`src/rtl/clb_pkg.sv`:
```
// Shared types and field-layout helpers for the clb_cluster logic cluster.
package clb_pkg;

  typedef enum logic [1:0] {
    ST_IDLE,
    ST_SHIFT,
    ST_ACTIVE
  } clb_state_e;

  function automatic int unsigned clb_clog2(input int unsigned v);
    int unsigned r;
    r = 0;
    for (int unsigned p = 1; p < v; p = p << 1) r++;
    return r;
  endfunction

  function automatic int unsigned ble_bits(input int unsigned k, input int unsigned sw);
    return 2 + k * sw + (1 << k);
  endfunction

  // Per-BLE field offsets within the configuration chain; j selects the BLE.
  function automatic int unsigned outsel_off(input int unsigned j, input int unsigned bb);
    return j * bb;
  endfunction

  function automatic int unsigned init_off(input int unsigned j, input int unsigned bb);
    return j * bb + 1;
  endfunction

  function automatic int unsigned sel_off(input int unsigned j, input int unsigned k,
                                          input int unsigned bb, input int unsigned sw);
    return j * bb + 2 + k * sw;
  endfunction

  function automatic int unsigned lut_off(input int unsigned j, input int unsigned kin,
                                          input int unsigned bb, input int unsigned sw);
    return j * bb + 2 + kin * sw;
  endfunction

endpackage

```
`src/rtl/clb_ble.sv`:
```
// Basic logic element: input crossbar, K-input LUT, user FF and output mux.
module clb_ble
  import clb_pkg::*;
#(
  parameter int unsigned K = 4,
  parameter int unsigned N = 4,
  parameter int unsigned I = 10,
  localparam int unsigned SW = clb_clog2(I + N),
  localparam int unsigned BB = ble_bits(K, SW)
) (
  input  logic          prog_clk,
  input  logic          rst,
  input  logic [BB-1:0] cfg,
  input  logic [N-1:0]  fb,
  input  logic [I-1:0]  clb_in,
  input  logic          load_init,
  input  logic          ff_en,
  output logic          q,
  output logic          out
);

  logic              out_sel;
  logic              init;
  logic [(1<<SW)-1:0] src;
  logic [K-1:0]      addr;
  logic [(1<<K)-1:0] tbl;
  logic              lut;

  assign out_sel = cfg[outsel_off(0, BB)];
  assign init    = cfg[init_off(0, BB)];
  assign tbl     = cfg[lut_off(0, K, BB, SW) +: (1 << K)];

  // Selects beyond I+N land on the zero padding of src.
  always_comb begin
    src = '0;
    src[I+N-1:0] = {fb, clb_in};
    addr = '0;
    for (int unsigned k = 0; k < K; k++) begin
      addr[k] = src[cfg[sel_off(0, k, BB, SW) +: SW]];
    end
  end

  assign lut = tbl[addr];

  always_ff @(posedge prog_clk) begin
    if (!rst) begin
      q <= 1'b0;
    end else if (load_init) begin
      q <= init;
    end else if (ff_en) begin
      q <= lut;
    end
  end

  assign out = out_sel ? lut : q;

endmodule

```
`src/rtl/clb_cluster.sv`:
```
// Logic cluster of N BLEs configured through a serial shift chain.
// Define CLB_PARITY_EN to append an even-parity bit to the chain.
module clb_cluster
  import clb_pkg::*;
#(
  parameter int unsigned K = 4,
  parameter int unsigned N = 4,
  parameter int unsigned I = 10
) (
  input  logic         prog_clk,
  input  logic         rst,
  input  logic         prog_en,
  input  logic         prog_in,
  output logic         prog_out,
  input  logic         clb_ce,
  input  logic [I-1:0] clb_in,
  output logic [N-1:0] clb_out,
  output logic         cfg_done,
  output logic         cfg_err
);

  localparam int unsigned SW       = clb_clog2(I + N);
  localparam int unsigned BLE_BITS = ble_bits(K, SW);
  localparam int unsigned CFG_BITS = N * BLE_BITS;
`ifdef CLB_PARITY_EN
  localparam int unsigned CHAIN    = CFG_BITS + 1;
`else
  localparam int unsigned CHAIN    = CFG_BITS;
`endif
  localparam int unsigned CW       = clb_clog2(CHAIN + 2);
  localparam logic [CW-1:0] CHAIN_C = CW'(CHAIN);
  localparam logic [CW-1:0] CNT_MAX = CW'(CHAIN + 1);

  clb_state_e       state;
  logic [CHAIN-1:0] sr;
  logic [CW-1:0]    cnt;
  logic             par_ok;
  logic             cfg_ok;
  logic             load_init;
  logic             ff_en;
  logic             active;
  logic [N-1:0]     q;
  logic [N-1:0]     ble_out;

  always_ff @(posedge prog_clk) begin
    if (!rst) begin
      sr <= '0;
    end else if (prog_en) begin
      sr <= {prog_in, sr[CHAIN-1:1]};
    end
  end

  assign prog_out = sr[0];

`ifdef CLB_PARITY_EN
  logic par;

  // The entry cycle restarts the accumulator with the first shifted bit.
  always_ff @(posedge prog_clk) begin
    if (!rst) begin
      par <= 1'b0;
    end else if (prog_en) begin
      par <= (state == ST_SHIFT) ? (par ^ prog_in) : prog_in;
    end
  end

  assign par_ok = ~par;
`else
  assign par_ok = 1'b1;
`endif

  assign cfg_ok = (cnt == CHAIN_C) && par_ok;

  always_ff @(posedge prog_clk) begin
    if (!rst) begin
      state    <= ST_IDLE;
      cnt      <= '0;
      cfg_done <= 1'b0;
      cfg_err  <= 1'b0;
    end else begin
      case (state)
        ST_IDLE, ST_ACTIVE: begin
          if (prog_en) begin
            state    <= ST_SHIFT;
            cnt      <= CW'(1);
            cfg_done <= 1'b0;
            cfg_err  <= 1'b0;
          end
        end
        ST_SHIFT: begin
          if (prog_en) begin
            if (cnt != CNT_MAX) cnt <= cnt + 1'b1;
          end else if (cfg_ok) begin
            state    <= ST_ACTIVE;
            cfg_done <= 1'b1;
          end else begin
            state   <= ST_IDLE;
            cfg_err <= 1'b1;
          end
        end
        default: state <= ST_IDLE;
      endcase
    end
  end

  assign active    = (state == ST_ACTIVE) && !prog_en;
  assign load_init = (state == ST_SHIFT) && !prog_en && cfg_ok;
  assign ff_en     = active && clb_ce;

  for (genvar j = 0; j < N; j++) begin : g_ble
    clb_ble #(
      .K(K),
      .N(N),
      .I(I)
    ) u_ble (
      .prog_clk (prog_clk),
      .rst      (rst),
      .cfg      (sr[outsel_off(j, BLE_BITS) +: BLE_BITS]),
      .fb       (q),
      .clb_in   (clb_in),
      .load_init(load_init),
      .ff_en    (ff_en),
      .q        (q[j]),
      .out      (ble_out[j])
    );
  end

  assign clb_out = active ? ble_out : '0;

endmodule

```
`config.mk`:
```
export PLATFORM = sky130hd
export DESIGN_NAME = clb_cluster
export DESIGN_NICKNAME = d
export VERILOG_FILES = /design/src/rtl/clb_pkg.sv /design/src/rtl/clb_ble.sv /design/src/rtl/clb_cluster.sv
export SDC_FILE = /design/constraint.sdc
export NUM_CORES = 1
export LEC_CHECK = 0
export CAP_MARGIN = 20
export CORE_ASPECT_RATIO = 1.1
export CORE_MARGIN = 1.5
export CORE_UTILIZATION = 55
export DETAILED_ROUTE_END_ITERATION = 10
export HOLD_SLACK_MARGIN = 0.05
export PLACE_DENSITY = 0.69
export SYNTH_ARGS = -nofsm -noshare
export SYNTH_HDL_FRONTEND = slang
export SYNTH_SLANG_ARGS = --single-unit
```
`constraint.sdc`:
```
create_clock -name prog_clk -period 3.35 [get_ports prog_clk]
set_input_delay 0.5025 -clock prog_clk [delete_from_list [all_inputs] [get_ports prog_clk]]
set_output_delay 0.5025 -clock prog_clk [all_outputs]
set_load 0.005 [all_outputs]
```
==> impl_metrics.ini, run 1 <==
[outcome]
status = complete, but fails checks
violations = setup timing

[timing]
setup_violations = 2
hold_slack_ns = 0.444
finalHoldViolCount = 0
max_freq_mhz = 286
finalWorstSetupSlack_ns = -0.147
relSlewSlack = 0.352
drv_slew = 0
timing.final.crit_share = 1.04
setup_tns_ns = -0.219
worstMarginPinSlew_ns = 0.973
fin_skew_ns = 0.00646
post-route-min-period_ns = 3.50
rsz0062_at_grt = yes

[clock_network]
path_clk_slew_ns = 0.06
clock_latency_ns = 0.43
numClockSinks = 152
cts_hold_buffers = 0
clockBufferDepth = 2
cts_root_buf = clkbuf_16
cts_tree = built
cts-htree-levels = 4
cts_buffers = 17

[logic_synthesis]
yosysTopAreaCellShare = 0.356
ys_ff_latch = 152
async_reset_ff_frac = 0
synth-main-ff-cell = dfxtp_1
synth_cell_types = 47
synthCells = 808
ys_warn_count = 0
syn_nets = 826
synth_top_cell_by_area = dfxtp_1
avgSynthCellArea_um2 = 10.6
synth_edf_count = 0
synth.yosys.seq_area_share = 0.356
synth_area_leaders = dfxtp_1 36%, mux2i_1 22%, nor2b_1 11%
synth_area_um2 = 8540

[layout]
multi_input_area_um2 = 5380
diodes = 0
drive_gt1_frac = 0.257
synthToLayoutAreaGrowth_pct = 18.9
final-seq-area_um2 = 3070
nets = 875
fill_cells = 1142

[placement]
place.gp.congestion = 0.831
dp_hpwl_um = 13100
port_buffers = 21

[global_routing]
grt_start_max_net_pins = 105
grt_pass1_vias = 6147
antenna_found_initial = 0
grtUsageTotal = 0.247
grt-ovfl-total = 0
grt_pass1_wl_um = 31500

[setup_path]
critPathMaxFanout = 6
critPathRequiredTime_ns = 2.85
crit_path_start_kind = primary input
crit_arrival_ns = 2.99
end_kind = output pin
path_class = in -> out

[routing]
routed_wl_um = 19300
vias_per_cell = 5.83
routedWlPerCell_um = 18.1
drc_errors = 0
ant_nets = 0
drt_pass1_iterations = 5
drtIter0Drc = 370
vias = 6211

[floorplanning]
fp-row-count = 47
dieArea_um2 = 16300
fp.dieH_um = 134
core_um2 = 15100
io_pins = 22
die_w_um = 122
start_util = 0.565

[pwr]
power_density_nw_per_um2 = 402
vdd_drop_max_mv = 0.392
p_leak_nw = 3.87

[min_path]
hp-class = in -> reg

[run]
drv_cap = 0
-- cells in the final DEF (no fill, tap or decap), drive strengths merged, types with 3 or more instances in the layout --
cell type,count
buf,83
nand2b,5
a31oi,3
clkinv,5
a22oi,9
nand4,4
nand2,9
mux4,45
clkinvlp,4
o22a,5
a22o,9
inv,14
ha,3
nor2b,152
mux2,27
clkdlybuf4s50,5
dfxtp,152
nand3b,3
xor2,5
mux2i,188
and3,3
nand3,21
o21ai,19
dlygate4sd2,4
a211oi,4
nor2,25
a21oi,10
clkbuf,25
a221oi,4
-- sequential cells by signal, indices dropped and copies added, names as in the netlist --
| signal | cells |
|---|---|
| cfg_done | 1 |
| sr | 136 |
| state | 2 |
| g_ble.u_ble.q | 4 |
| cnt | 8 |
| cfg_err | 1 |
-- routing by layer --
metal  track usage  vias up  part of all wire
li1              -     3001                 -
met1         0.327     3018              0.45
met2         0.401      158              0.48
met3        0.0479       34             0.053
met4        0.0882        0             0.018
met5             0        -                 0
-- stage by stage --
step	worst slack, ns	utilization	area [um^2]	cells	power [mW]
2_1_floorplan	0.451	-	8540	808	2.09
3_3_place_gp	-0.849	0.610	9220	1025	2.18
3_5_place_dp	-0.887	0.610	9220	1025	2.19
4_1_cts	-0.133	0.661	9990	1060	4.09
5_1_grt	-0.172	0.672	10200	1066	4.23
6_report	-0.147	0.672	10200	1066	4.08
-- synthesized netlist by cell type (10+ instances only) --
master	count
a21oi_1	10
mux2_2	19
buf_1	14
inv_1	14
nor2b_1	152
dfxtp_1	152
mux2i_1	188
clkbuf_1	46
nor2_1	25
mux4_2	40
nand3_1	21
o21ai_0	18
-- logic make-up after synthesis --
group           after synthesis  share of synthesized area
compound gates               71                     0.0567
xor+xnor                      6                    0.00615
fa+ha+maj                     3                    0.00439
buf+inv                      81                     0.0384
flops                       152                      0.356
mux                         260                      0.377
simple gates                235                      0.161
-- worst paths after layout --
path                   from               end  slack [ns]  cells after the start
hold / removal      prog_en          state[0]        0.44                      3
hold reg to reg    state[0]          state[0]        0.50                      1
setup / recovery  clb_in[6]        clb_out[2]       -0.15                     10
setup reg to reg     sr[41]  g_ble[1].u_ble.q        0.79                      9
-- where the power goes --
group	leakage, nW	switching, mW	internal [mW]
registers	1.23	0.00453	1.81
logic	2.35	0.179	0.193
clock network	0.281	0.744	1.15
-- layout make-up --
type,count,area share
repair buffers,97,0.0803
multi-input cells,575,0.530
inverters,14,0.00518
flip-flops and latches,152,0.302
well taps,196,0.0242
clock buffers,21,0.0463
clock inverters,11,0.0121
-- critical path, stage by stage --
cell	delay (ns)
dlygate4sd2_1	0.30
mux4_2	0.50
mux2_4	0.30
o22a_4	0.29
buf_6	0.16
mux2i_1	0.21
a221oi_2	0.09
mux2_4	0.31
o21ba_4	0.22
buf_6	0.11
-- timing repair --
action                                  CTS  global route
pin swaps                                21            16
cloned                                    0             1
endpoints found under the setup margin    4             4
setup buffers                             3             5
gates resized for setup                  86            39
No activity file was read; power rests on OpenSTA's default activity.
==> run 2: changes to the inputs <==
--- a/config.mk
+++ b/config.mk
@@ -9,8 +9,9 @@
 export CORE_ASPECT_RATIO = 1.1
 export CORE_MARGIN = 1.5
 export CORE_UTILIZATION = 55
+export CTS_CLUSTER_SIZE = 30
 export DETAILED_ROUTE_END_ITERATION = 10
-export HOLD_SLACK_MARGIN = 0.05
+export HOLD_SLACK_MARGIN = 0.1
 export PLACE_DENSITY = 0.69
 export SYNTH_ARGS = -nofsm -noshare
 export SYNTH_HDL_FRONTEND = slang
==> results of run 2 <==
The final DEF is identical to that of run 1; final timing and power are the same.
==> run 3: changes to the inputs <==
--- a/config.mk
+++ b/config.mk
@@ -7,12 +7,11 @@
 export LEC_CHECK = 0
 export CAP_MARGIN = 20
 export CORE_ASPECT_RATIO = 1.1
-export CORE_MARGIN = 1.5
 export CORE_UTILIZATION = 55
 export CTS_CLUSTER_SIZE = 30
 export DETAILED_ROUTE_END_ITERATION = 10
 export HOLD_SLACK_MARGIN = 0.1
-export PLACE_DENSITY = 0.69
+export PLACE_DENSITY = 0.81
 export SYNTH_ARGS = -nofsm -noshare
 export SYNTH_HDL_FRONTEND = slang
 export SYNTH_SLANG_ARGS = --single-unit
==> impl_metrics.ini, run 3 (synthesis gave the netlist of run 1 again) <==
[global_routing]
antenna_found_initial = 0
grt_pass1_wl_um = 33000
grt_start_max_net_pins = 141
grtUsageTotal = 0.259
grt_pass1_vias = 6618
grt-ovfl-total = 0

[pwr]
p_leak_nw = 3.81
p_int_mw = 3.07
sw_frac_of_total = 0.233
clkPwrFrac = 0.451
share_comb_of_total_power = 0.096
power_frac_seq = 0.453
power_density_nw_per_um2 = 397
vdd_drop_max_mv = 0.379
p_switching_uw = 930
power_mw = 4.00

[layout]
synthToLayoutAreaGrowth_pct = 17.8
diodes = 0
final_area_um2 = 10100
drive_gt1_frac = 0.244
nets = 870
fill_cells = 1040
reg_top3 = sr (136), cnt (8), g_ble.u_ble.q (4)
top_register = sr
largest_reg_flops = 136
final_cell_mix = 183 x mux2i_1, 152 x nor2b_1, 145 x dfxtp_1, 53 x buf_4, 44 x mux4_2
final_common_cell = mux2i_1
post-route-util = 0.666

[timing]
max_freq_mhz = 289
post-route-min-period_ns = 3.46
finalHoldViolCount = 0
fin_skew_ns = 0.00810
timing.final.crit_share = 1.03
hold_slack_ns = 0.496
finalWorstSetupSlack_ns = -0.108
setup_violations = 3
worstMarginPinSlew_ns = 1.00
rsz0062_at_grt = yes
drv_slew = 0
relSlewSlack = 0.333

[setup_path]
worst_path_max_delay_cell = mux4_2
crit_cells = 12
critPathBufInv = 4
critPathMaxFanout = 7
crit_chain = dlygate4sd2_1 -> buf_4 -> mux4_2 -> nor2b_1 -> o22a_4 -> buf_6 -> mux2_4 -> o22ai_4 -> a211oi_2 -> a31oi_2 -> a21oi_1 -> buf_2
crit_arrival_ns = 2.96
cp_top_family = buffers and inverters
end_kind = output pin
critPathRequiredTime_ns = 2.85
max_stage_delay_ns = 0.44
path_class = in -> out
rr_worst_depth = 16
crit_path_start_kind = primary input

[floorplanning]
start_util = 0.565
io_pins = 22
fp.dieH_um = 133
core_um2 = 15100
die_w_um = 121
fp-row-count = 47
dieArea_um2 = 16000

[placement]
place.gp.congestion = 0.861
placed_cell_area_um2 = 9220
place_ws_ns = -0.839
port_buffers = 21
dp_hpwl_um = 12700

[routing]
routed_wl_um = 19900
drc_errors = 0
ant_nets = 0
drtIter0Drc = 511
routedWlPerCell_um = 18.8
drt_pass1_iterations = 4
vias = 6374
vias_per_cell = 6.01

[clock_network]
path_clk_slew_ns = 0.06
cts-htree-levels = 4
clockBufferDepth = 2
numClockSinks = 152
cts_buffers = 17
clock_latency_ns = 0.42
cts_tree = built
cts_root_buf = clkbuf_16

[run]
drv_cap = 0

[min_path]
hp-class = in -> reg
holdPathStages = 4

[outcome]
violations = setup timing
status = complete, but fails checks
run 3: cell types whose count changed in the layout (fill, tap and decap cells not counted), sizes merged:
cell           change
clkdlybuf4s15      +4
clkinvlp           -1
clkbuf             -1
dlygate4sd2        -3
buf                -5
bufinv             -1
inv                +1
clkinv             +1
run 3: layout make-up:
| type | instances | area, um^2 | share of cell area |
|---|---|---|---|
| multi-input cells | 575 | 5330 | 0.530 |
| well taps | 196 | 245 | 0.0244 |
| clock inverters | 11 | 98.8 | 0.00982 |
| repair buffers | 92 | 813 | 0.0808 |
| flip-flops and latches | 152 | 3060 | 0.304 |
| clock buffers | 21 | 460 | 0.0458 |
| inverters | 14 | 52.6 | 0.00522 |
run 3: worst min-delay path, delay by kind of cell:
kind,cells,cell delay [ns]
and+or+nand+nor,2,0.15
AOI/OAI and AO/OA,1,0.14
buffers and inverters,1,0.08
run 3: metal layers:
layer / vias up / track usage / part of all wire
met5: - / 0 / 0
met4: 0 / 0.115 / 0.029
met3: 48 / 0.0539 / 0.067
met2: 252 / 0.437 / 0.49
met1: 3092 / 0.317 / 0.41
li1: 2982 / - / -
run 3: power by group through the flow:
stage	logic [mW]	clock network [mW]	registers, mW
floorplan	0.234	0	1.85
global placement	0.326	0	1.85
detailed placement	0.335	0	1.86
CTS	0.371	1.83	1.81
global route	0.403	1.91	1.81
finish	0.383	1.80	1.81
run 3: timing repair:
action | CTS | global route
gates resized for setup | 102 | 12
gates cloned | 0 | 0
hold buffers | 0 | 0
buffers inserted | 8 | 2
pin swaps | 23 | 7
endpoints found under the setup margin | 4 | 5
run 3: metrics by stage:
stage	cells	TNS, ns
floorplan	808	0
global placement	1019	-2.83
detailed placement	1019	-3.12
CTS	1059	-0.228
global route	1061	-0.515
finish	1061	-0.180
run 3: final timing paths:
check	start	endpoint	slack, ns
setup reg to reg	sr[108]	g_ble[3].u_ble.q	0.09
setup / recovery	clb_in[9]	clb_out[3]	-0.11
hold / removal	prog_en	cfg_done	0.50
hold reg to reg	state[0]	state[0]	0.51
